--- src/rtl/mem_access_unit.sv ---
// Load/store bus-access stage: turns one core request into a word-aligned, strobed memory bus transaction.
// Optional bus watchdog enabled by defining MEM_TIMEOUT_EN (limit set by TIMEOUT_CYCLES).
module mem_access_unit #(
  parameter int TIMEOUT_CYCLES = 16
) (
  input  logic        clk,
  input  logic        resetn,
  input  logic        req_valid,
  output logic        req_ready,
  input  logic        req_write,
  input  logic [2:0]  req_funct3,
  input  logic [31:0] req_addr,
  input  logic [31:0] req_wdata,
  output logic        mem_valid,
  input  logic        mem_ready,
  output logic [31:0] mem_addr,
  output logic [31:0] mem_wdata,
  output logic [3:0]  mem_wstrb,
  input  logic [31:0] mem_rdata,
  output logic        rsp_valid,
  output logic [31:0] rsp_rdata,
  output logic [31:0] rsp_addr,
  output logic [2:0]  rsp_funct3,
  output logic        rsp_error
);

  typedef enum logic [1:0] {IDLE, BUS, RESP} state_e;

  state_e      state_q, state_d;
  logic        write_q, write_d;
  logic [31:0] mem_addr_q, mem_addr_d;
  logic [31:0] mem_wdata_q, mem_wdata_d;
  logic [3:0]  mem_wstrb_q, mem_wstrb_d;
  logic [31:0] rsp_rdata_q, rsp_rdata_d;
  logic [31:0] rsp_addr_q, rsp_addr_d;
  logic [2:0]  rsp_funct3_q, rsp_funct3_d;
  logic        rsp_error_q, rsp_error_d;
  logic        legal, misaligned, timeout;

`ifdef MEM_TIMEOUT_EN
  localparam int CntW = $clog2(TIMEOUT_CYCLES + 1);
  logic [CntW-1:0] cnt_q, cnt_d;

  always_comb begin
    cnt_d   = cnt_q;
    timeout = (state_q == BUS) && !mem_ready && (cnt_q == CntW'(TIMEOUT_CYCLES - 1));
    if (state_q == IDLE) cnt_d = '0;
    else if (state_q == BUS && !mem_ready) cnt_d = cnt_q + 1'b1;
  end

  always_ff @(posedge clk or negedge resetn) begin
    if (!resetn) cnt_q <= '0;
    else         cnt_q <= cnt_d;
  end
`else
  assign timeout = 1'b0;
`endif

  always_comb begin
    unique case (req_funct3)
      3'b000, 3'b001, 3'b010: legal = 1'b1;
      3'b100, 3'b101:         legal = !req_write;
      default:                legal = 1'b0;
    endcase
    misaligned = (req_funct3[1:0] == 2'b01 && req_addr[0]) ||
                 (req_funct3[1:0] == 2'b10 && req_addr[1:0] != 2'b00);
  end

  // Bus fields are computed once at accept and then held for the whole BUS phase.
  always_comb begin
    state_d      = state_q;
    write_d      = write_q;
    mem_addr_d   = mem_addr_q;
    mem_wdata_d  = mem_wdata_q;
    mem_wstrb_d  = mem_wstrb_q;
    rsp_rdata_d  = rsp_rdata_q;
    rsp_addr_d   = rsp_addr_q;
    rsp_funct3_d = rsp_funct3_q;
    rsp_error_d  = rsp_error_q;
    unique case (state_q)
      IDLE: begin
        if (req_valid) begin
          write_d      = req_write;
          rsp_addr_d   = req_addr;
          rsp_funct3_d = req_funct3;
          rsp_rdata_d  = '0;
          rsp_error_d  = 1'b0;
          if (!legal || misaligned) begin
            rsp_error_d = 1'b1;
            state_d     = RESP;
          end else begin
            state_d    = BUS;
            mem_addr_d = {req_addr[31:2], 2'b00};
            if (!req_write) begin
              mem_wstrb_d = 4'b0000;
              mem_wdata_d = '0;
            end else begin
              unique case (req_funct3[1:0])
                2'b00: begin
                  mem_wstrb_d = 4'b0001 << req_addr[1:0];
                  mem_wdata_d = {4{req_wdata[7:0]}};
                end
                2'b01: begin
                  mem_wstrb_d = 4'b0011 << req_addr[1:0];
                  mem_wdata_d = {2{req_wdata[15:0]}};
                end
                default: begin
                  mem_wstrb_d = 4'b1111;
                  mem_wdata_d = req_wdata;
                end
              endcase
            end
          end
        end
      end
      BUS: begin
        if (mem_ready) begin
          rsp_rdata_d = write_q ? 32'h0 : mem_rdata;
          state_d     = RESP;
        end else if (timeout) begin
          rsp_rdata_d = '0;
          rsp_error_d = 1'b1;
          state_d     = RESP;
        end
      end
      default: state_d = IDLE;
    endcase
  end

  always_ff @(posedge clk or negedge resetn) begin
    if (!resetn) begin
      state_q      <= IDLE;
      write_q      <= 1'b0;
      mem_addr_q   <= '0;
      mem_wdata_q  <= '0;
      mem_wstrb_q  <= '0;
      rsp_rdata_q  <= '0;
      rsp_addr_q   <= '0;
      rsp_funct3_q <= '0;
      rsp_error_q  <= 1'b0;
    end else begin
      state_q      <= state_d;
      write_q      <= write_d;
      mem_addr_q   <= mem_addr_d;
      mem_wdata_q  <= mem_wdata_d;
      mem_wstrb_q  <= mem_wstrb_d;
      rsp_rdata_q  <= rsp_rdata_d;
      rsp_addr_q   <= rsp_addr_d;
      rsp_funct3_q <= rsp_funct3_d;
      rsp_error_q  <= rsp_error_d;
    end
  end

  assign req_ready  = (state_q == IDLE);
  assign mem_valid  = (state_q == BUS);
  assign rsp_valid  = (state_q == RESP);
  assign mem_addr   = mem_addr_q;
  assign mem_wdata  = mem_wdata_q;
  assign mem_wstrb  = mem_wstrb_q;
  assign rsp_rdata  = rsp_rdata_q;
  assign rsp_addr   = rsp_addr_q;
  assign rsp_funct3 = rsp_funct3_q;
  assign rsp_error  = rsp_error_q;

endmodule

--- config.mk ---
export PLATFORM = sky130hd
export DESIGN_NAME = mem_access_unit
export DESIGN_NICKNAME = d
export VERILOG_FILES = /design/src/rtl/mem_access_unit.sv
export SDC_FILE = /design/constraint.sdc
export NUM_CORES = 1
export LEC_CHECK = 0
export CORE_ASPECT_RATIO = 1.2
export CORE_MARGIN = 1.5
export CORE_UTILIZATION = 40
export DETAILED_ROUTE_END_ITERATION = 10
export PLACE_DENSITY_LB_ADDON = 0.3
export SLEW_MARGIN = 10
export SYNTH_ARGS = -nofsm -noshare
export SYNTH_HDL_FRONTEND = slang
export SYNTH_SLANG_ARGS = --single-unit
--- constraint.sdc ---
create_clock -name clk -period 2.45 [get_ports clk]
set_clock_uncertainty 0.2 [all_clocks]
set_input_delay 0.735 -clock clk [delete_from_list [all_inputs] [get_ports clk]]
set_output_delay 0.735 -clock clk [all_outputs]
set_load 0.03 [all_outputs]
==> Word level (Yosys, flattened, before mapping) <==
Cells that the tools add are included.
{ "word_totals": {"ff_bits": 137, "inputBits": 104, "out_inout_bits": 139, "wordCells": 53} }
{ "classes": {"n_eq_ne": 10, "shift": 2, "muxes": 14, "n_bitwise": 1, "n_reduce_logical": 17} }
{ "op_table": {"columns": ["operator", "count"], "rows": [
  ["two-way mux 32 bit", 4],
  ["case mux 32 bit (2 select lines)", 2],
  ["case mux 4 bit (2 select lines)", 1],
  ["equality test 3 bit (second input constant)", 2],
  ["two-way mux 2 bit", 3],
  ["AND reduction 3 bit", 2],
  ["equality test 2 x 1 -> 1 bit (second input constant)", 2],
  ["equality test 2 bit (second input constant)", 2],
  ["logical NOT 2 bit", 2],
  ["two-way mux 4 bit", 1],
  ["case mux 2 bit (2 select lines)", 1],
  ["AND reduction 2 bit", 2],
  ["nonzero test 2 bit", 2],
  ["<< shifter 1 x 2 -> 4 bit (first input constant)", 1],
  ["<< shifter 2 x 2 -> 4 bit (first input constant)", 1],
  ["equality test 3 x 1 -> 1 bit (second input constant)", 1],
  ["equality test 3 x 2 -> 1 bit (second input constant)", 1],
  ["logical NOT 3 bit", 1],
  ["OR reduction 3 bit", 1],
  ["logical AND 1 bit", 2],
  ["logical NOT 1 bit", 2],
  ["logical OR 1 bit", 2],
  ["!= test 2 x 1 -> 1 bit (second input constant)", 1],
  ["!= test 2 bit (second input constant)", 1],
  ["other kinds (4)", 4]
]} }

==> Longest topological paths before layout <==
{ "logic_depth": {"ltp_word": 8, "mapped_depth": 6, "mapped_depth_nobuf": 3} }

==> Worst setup path before layout <==
OpenSTA, ideal clock, no wires.
{ "synth_timing": {"path_type": "register to output", "startpoint": "reg state_q[1]", "endpoint": "out rsp_valid", "arrival_time_ns": 1.555, "required_ns": 1.515, "slack_ns": -0.040, "path_stages_with_launch": 5, "path_buffers": 3, "cell_sequence": "dfrtp_1 -> clkbuf_1 -> clkbuf_1 -> clkbuf_1 -> nor2b_1"} }
{ "synth_between": {"elab_chain_len": 1} }
{ "synth_lines": {"columns": ["element", "line", "source"], "rows": [
  ["start: declaration", "29", "state_e state_q, state_d;"],
  ["start signal: assignment", "142", "state_q <= state_d;"],
  ["equality test 2 bit", "156", "assign rsp_valid = (state_q == RESP);"],
  ["end: declaration", "20", "output logic rsp_valid,"]
]} }
No other way between the ends.

==> Worst setup path in the final report <==
{ "layout_timing": {"startpoint": "reg mem_wdata_q[1] (netlist: mem_wdata[1])", "endpoint": "out mem_wdata[1]"} }
{ "layout_rtl": {"columns": ["element", "line", "source"], "rows": [
  ["start: declaration", "32", "logic [31:0] mem_wdata_q, mem_wdata_d;"],
  ["start signal: assignment", "145", "mem_wdata_q <= mem_wdata_d;"],
  ["end: declaration", "17", "output logic [31:0] mem_wdata,"]
]} }
No word-level cell between the ends.

==> impl_metrics.csv <==
group,metric,value,unit
yosys,synth_seq_area_share,56.5,%
placement,dpl.hpwl,12400,um
drt,firstDrtPassIters,4,
critical_path,required,1510,ps
status,status,"finished clean",
critical_path,r2r_start,"state_q[1]",
global_routing,grt_remaining_overflow,0,
die,die-width,115,um
placement,numPortBuffers,240,
critical_path,reg2reg_slack,490,ps
die,start_util,40.8,%
clock_tree,cts_tree,"built",
clock_tree,cts_sinks,137,
critical_path,r2r.worst_path.cells,4,
pwr,ir_drop,0.668,mV
clock_tree,htreeDepth,4,
layout,area_delta_synth_final,58.7,%
job,max_cap_viol_count,0,
global_routing,grt_pass1_vias,5017,
critical_path,max_stage_delay,700,ps
global_routing,grt_first_pass_wirelength,25900,um
critical_path,crit_path_end,"mem_wdata[1]",
clock_tree,clk_latency,400,ps
sta,hold_slack,86.1,ps
sta,slew_headroom,63.9,%
placement,gp_congestion,0.805,
clock_tree,clk_pin_slew,60,ps
placement,place_area,8960,um^2
die,io-pin-count,243,
sta,fmaxAchievable,416,MHz
yosys,synth_area_leaders,"dfrtp_1 (56%), mux2_2 (14%), mux2_4 (4.9%), mux2i_1 (4.3%), o31ai_1 (4.0%)",
clock_tree,max-clock-path-buffers,2,
drt,drt-vias-per-instance,5.08,
sta,finalCritPeriodShare,98.0,%
die,dieHeight,138,um
critical_path,cp_num_cells,1,
yosys,synth_cells,484,
pwr,power,9450,uW
drt,drc,0,
sta,final-max-slew-violation-count,0,
sta,hold_violations,0,
critical_path,r2r-end,"rsp_addr[10]",
critical_path,path_buf_inv,1,
yosys,synthesis.area,6070,um^2
clock_tree,postCtsSetupBuffers,0,
pwr,powerDensity,981,nW/um^2
layout,finalNetCount,847,
drt,vias,4876,
critical_path,worstSetupPathType,"flop to output port",
drt,ant_nets,0,
drt,wl_per_cell,17.6,um
sta,setup_viol,0,
yosys,synth_warnings,0,
yosys,synth_compound_area_share,9.99,%
die,die_area,15900,um^2
pwr,leakage,0.00431,uW
clock_tree,cts_buffers,17,
yosys,synth_seq_cells,137,
yosys,synth_mux_area_share,23.0,%
layout,drive_gt1_share,24.2,%
layout,fillers,1176,
critical_path,critPathLaunchType,"flop",
yosys,netlist.area_leader.share,56.5,%
global_routing,antenna_found_initial,0,
critical_path,critPathArrivalTime,1470,ps
global_routing,grt_max_degree,66,
sta,period_minus_slack,2400,ps
layout,n_antenna_cell,0,
yosys,syn_avg_cell_area,12.5,um^2
yosys,synth_top_family_by_area,"multiplexers",
clock_tree,ctsHoldBuffers,0,
yosys,synth_xor_area_share,0,%
critical_path,path_cells,"clkdlybuf4s50_1",
yosys,yosysUniqueCellTypes,29,
die,num_rows,49,
min_path,hold_path.class,"input pin to asynchronous set/reset pin",
yosys,synthAdderAreaFrac,0,%
die,core_area,14900,um^2
critical_path,critPathLaunch,"mem_wdata[1]",
global_routing,grt_util_all_layers,21.3,%
critical_path,crit_path_end_kind,"output port",
sta,tightest_slew,541,ps
layout,fin_area,9640,um^2
yosys,yosys.area_share.simple,6.24,%
critical_path,crit_family,"buffers and inverters",
critical_path,cp_slowest_cell,"clkdlybuf4s50_1",
layout,post-route-util,64.7,%
drt,drt_iter0_markers,271,
clock_tree,clockRootBuffer,"clkbuf_16",
drt,wirelength,16900,um
yosys,yosysTopAreaCell,"dfrtp_1",
critical_path,crit_fanout,2,
sta,rsz0062_at_grt,"false",
metal layers:
layer / track usage (%) / share of wire, % / up-vias / routed length, um
li1: - / - / 2223 / -
met1: 25.1 / 39 / 2436 / 6610
met2: 36.1 / 51 / 195 / 8690
met3: 5.99 / 7.1 / 22 / 1200
met4: 9.67 / 2.4 / 0 / 400
met5: 0 / 0 / - / 0
sequential cells by signal (all words and copies together) (netlist names):
register,count
rsp_funct3,3
mem_addr,30
write_q,1
rsp_error,1
mem_wstrb,4
rsp_rdata,32
rsp_addr,32
mem_wdata,32
state_q,2
cell usage in the layout, fill, tap and decap left out, drive strengths merged:
| master | Yosys | layout |
|---|---|---|
| inv | 11 | 13 |
| a221oi | 1 | 1 |
| a31oi | 1 | 1 |
| clkinvlp | 0 | 1 |
| nor2 | 12 | 12 |
| nand2b | 2 | 2 |
| bufinv | 0 | 2 |
| conb | 1 | 2 |
| nor3b | 2 | 2 |
| nor4 | 1 | 1 |
| clkbuf | 20 | 24 |
| nand3b | 1 | 1 |
| a211oi | 8 | 8 |
| a21oi | 10 | 10 |
| dlymetal6s2s | 0 | 12 |
| clkdlybuf4s50 | 0 | 223 |
| nor2b | 9 | 9 |
| nand2 | 40 | 40 |
| clkinv | 1 | 5 |
| or3b | 8 | 8 |
| o21a | 1 | 1 |
| mux2i | 26 | 26 |
| mux2 | 94 | 94 |
| o21bai | 1 | 1 |
| o21ai | 44 | 44 |
| dfrtp | 137 | 137 |
| dlygate4sd2 | 0 | 2 |
| o31ai | 32 | 32 |
| buf | 21 | 42 |
Yosys cell counts:
master    instances
a211oi_1          8
a21oi_1          10
a221oi_2          1
a31oi_1           1
buf_1             1
buf_2            10
buf_4             7
buf_6             3
clkbuf_1         20
clkinv_1          1
conb_1            1
dfrtp_1         137
inv_1            11
mux2_2           74
mux2_4           20
mux2i_1          26
nand2_1          40
nand2b_1          2
nand3b_1          1
nor2_1           12
nor2b_1           9
nor3b_2           2
nor4_2            1
o21a_1            1
o21ai_0          43
o21ai_1           1
o21bai_1          1
o31ai_1          32
or3b_2            8
logic make-up (layout without fill, tap and decap cells):
kind of cell | count (synthesis) | after routing
flip-flops | 137 | 137
AND/OR/NAND/NOR | 75 | 75
multiplexers | 120 | 120
buffers and inverters | 53 | 324
AO/OA/AOI/OAI | 98 | 98
other | 1 | 2
area by class of cell:
type	instances	area [um^2]	area share (%)
multi-input cells	295	2430	25.2
well taps	204	255	2.65
flip-flops and latches	137	3430	35.6
clock inverters	9	113	1.17
inverters	12	45.0	0.467
clock buffers	23	488	5.06
repair buffers	280	2880	29.9
what timing repair did:
item | in CTS | in global routing
cloned | 0 | 1
endpoints found under the hold margin | 0 | 0
resized for setup | 6 | 13
setup endpoints to repair | 3 | 13
power breakdown:
part / internal [uW] / switching (uW)
Sequential: 2840 / 326
Clock: 1610 / 968
Combinational: 1730 / 1980
Total: 6180 / 3280
worst min-delay path by stage:
stage | from | end | slack [ps] | cells after the start
floorplan | resetn | mem_addr[10] | 240 | 0
global placement | mem_addr[5] | mem_addr[5] | 290 | 1
detailed placement | mem_wstrb[1] | mem_wstrb[1] | 290 | 1
CTS | resetn | rsp_addr[22] | 90 | 1
global route | resetn | rsp_rdata[24] | 110 | 1
finish | resetn | mem_addr[27] | 90 | 1
per-stage QoR:
stage               setup WS, ps  TNS, ps  cells
floorplan                   90.1        0    485
global placement            -304   -20760    927
detailed placement          -353   -25050    927
CTS                         6.66        0    959
global route                3.29        0    960
finish                      48.6        0    960
Power figures use the tool's default switching activity.
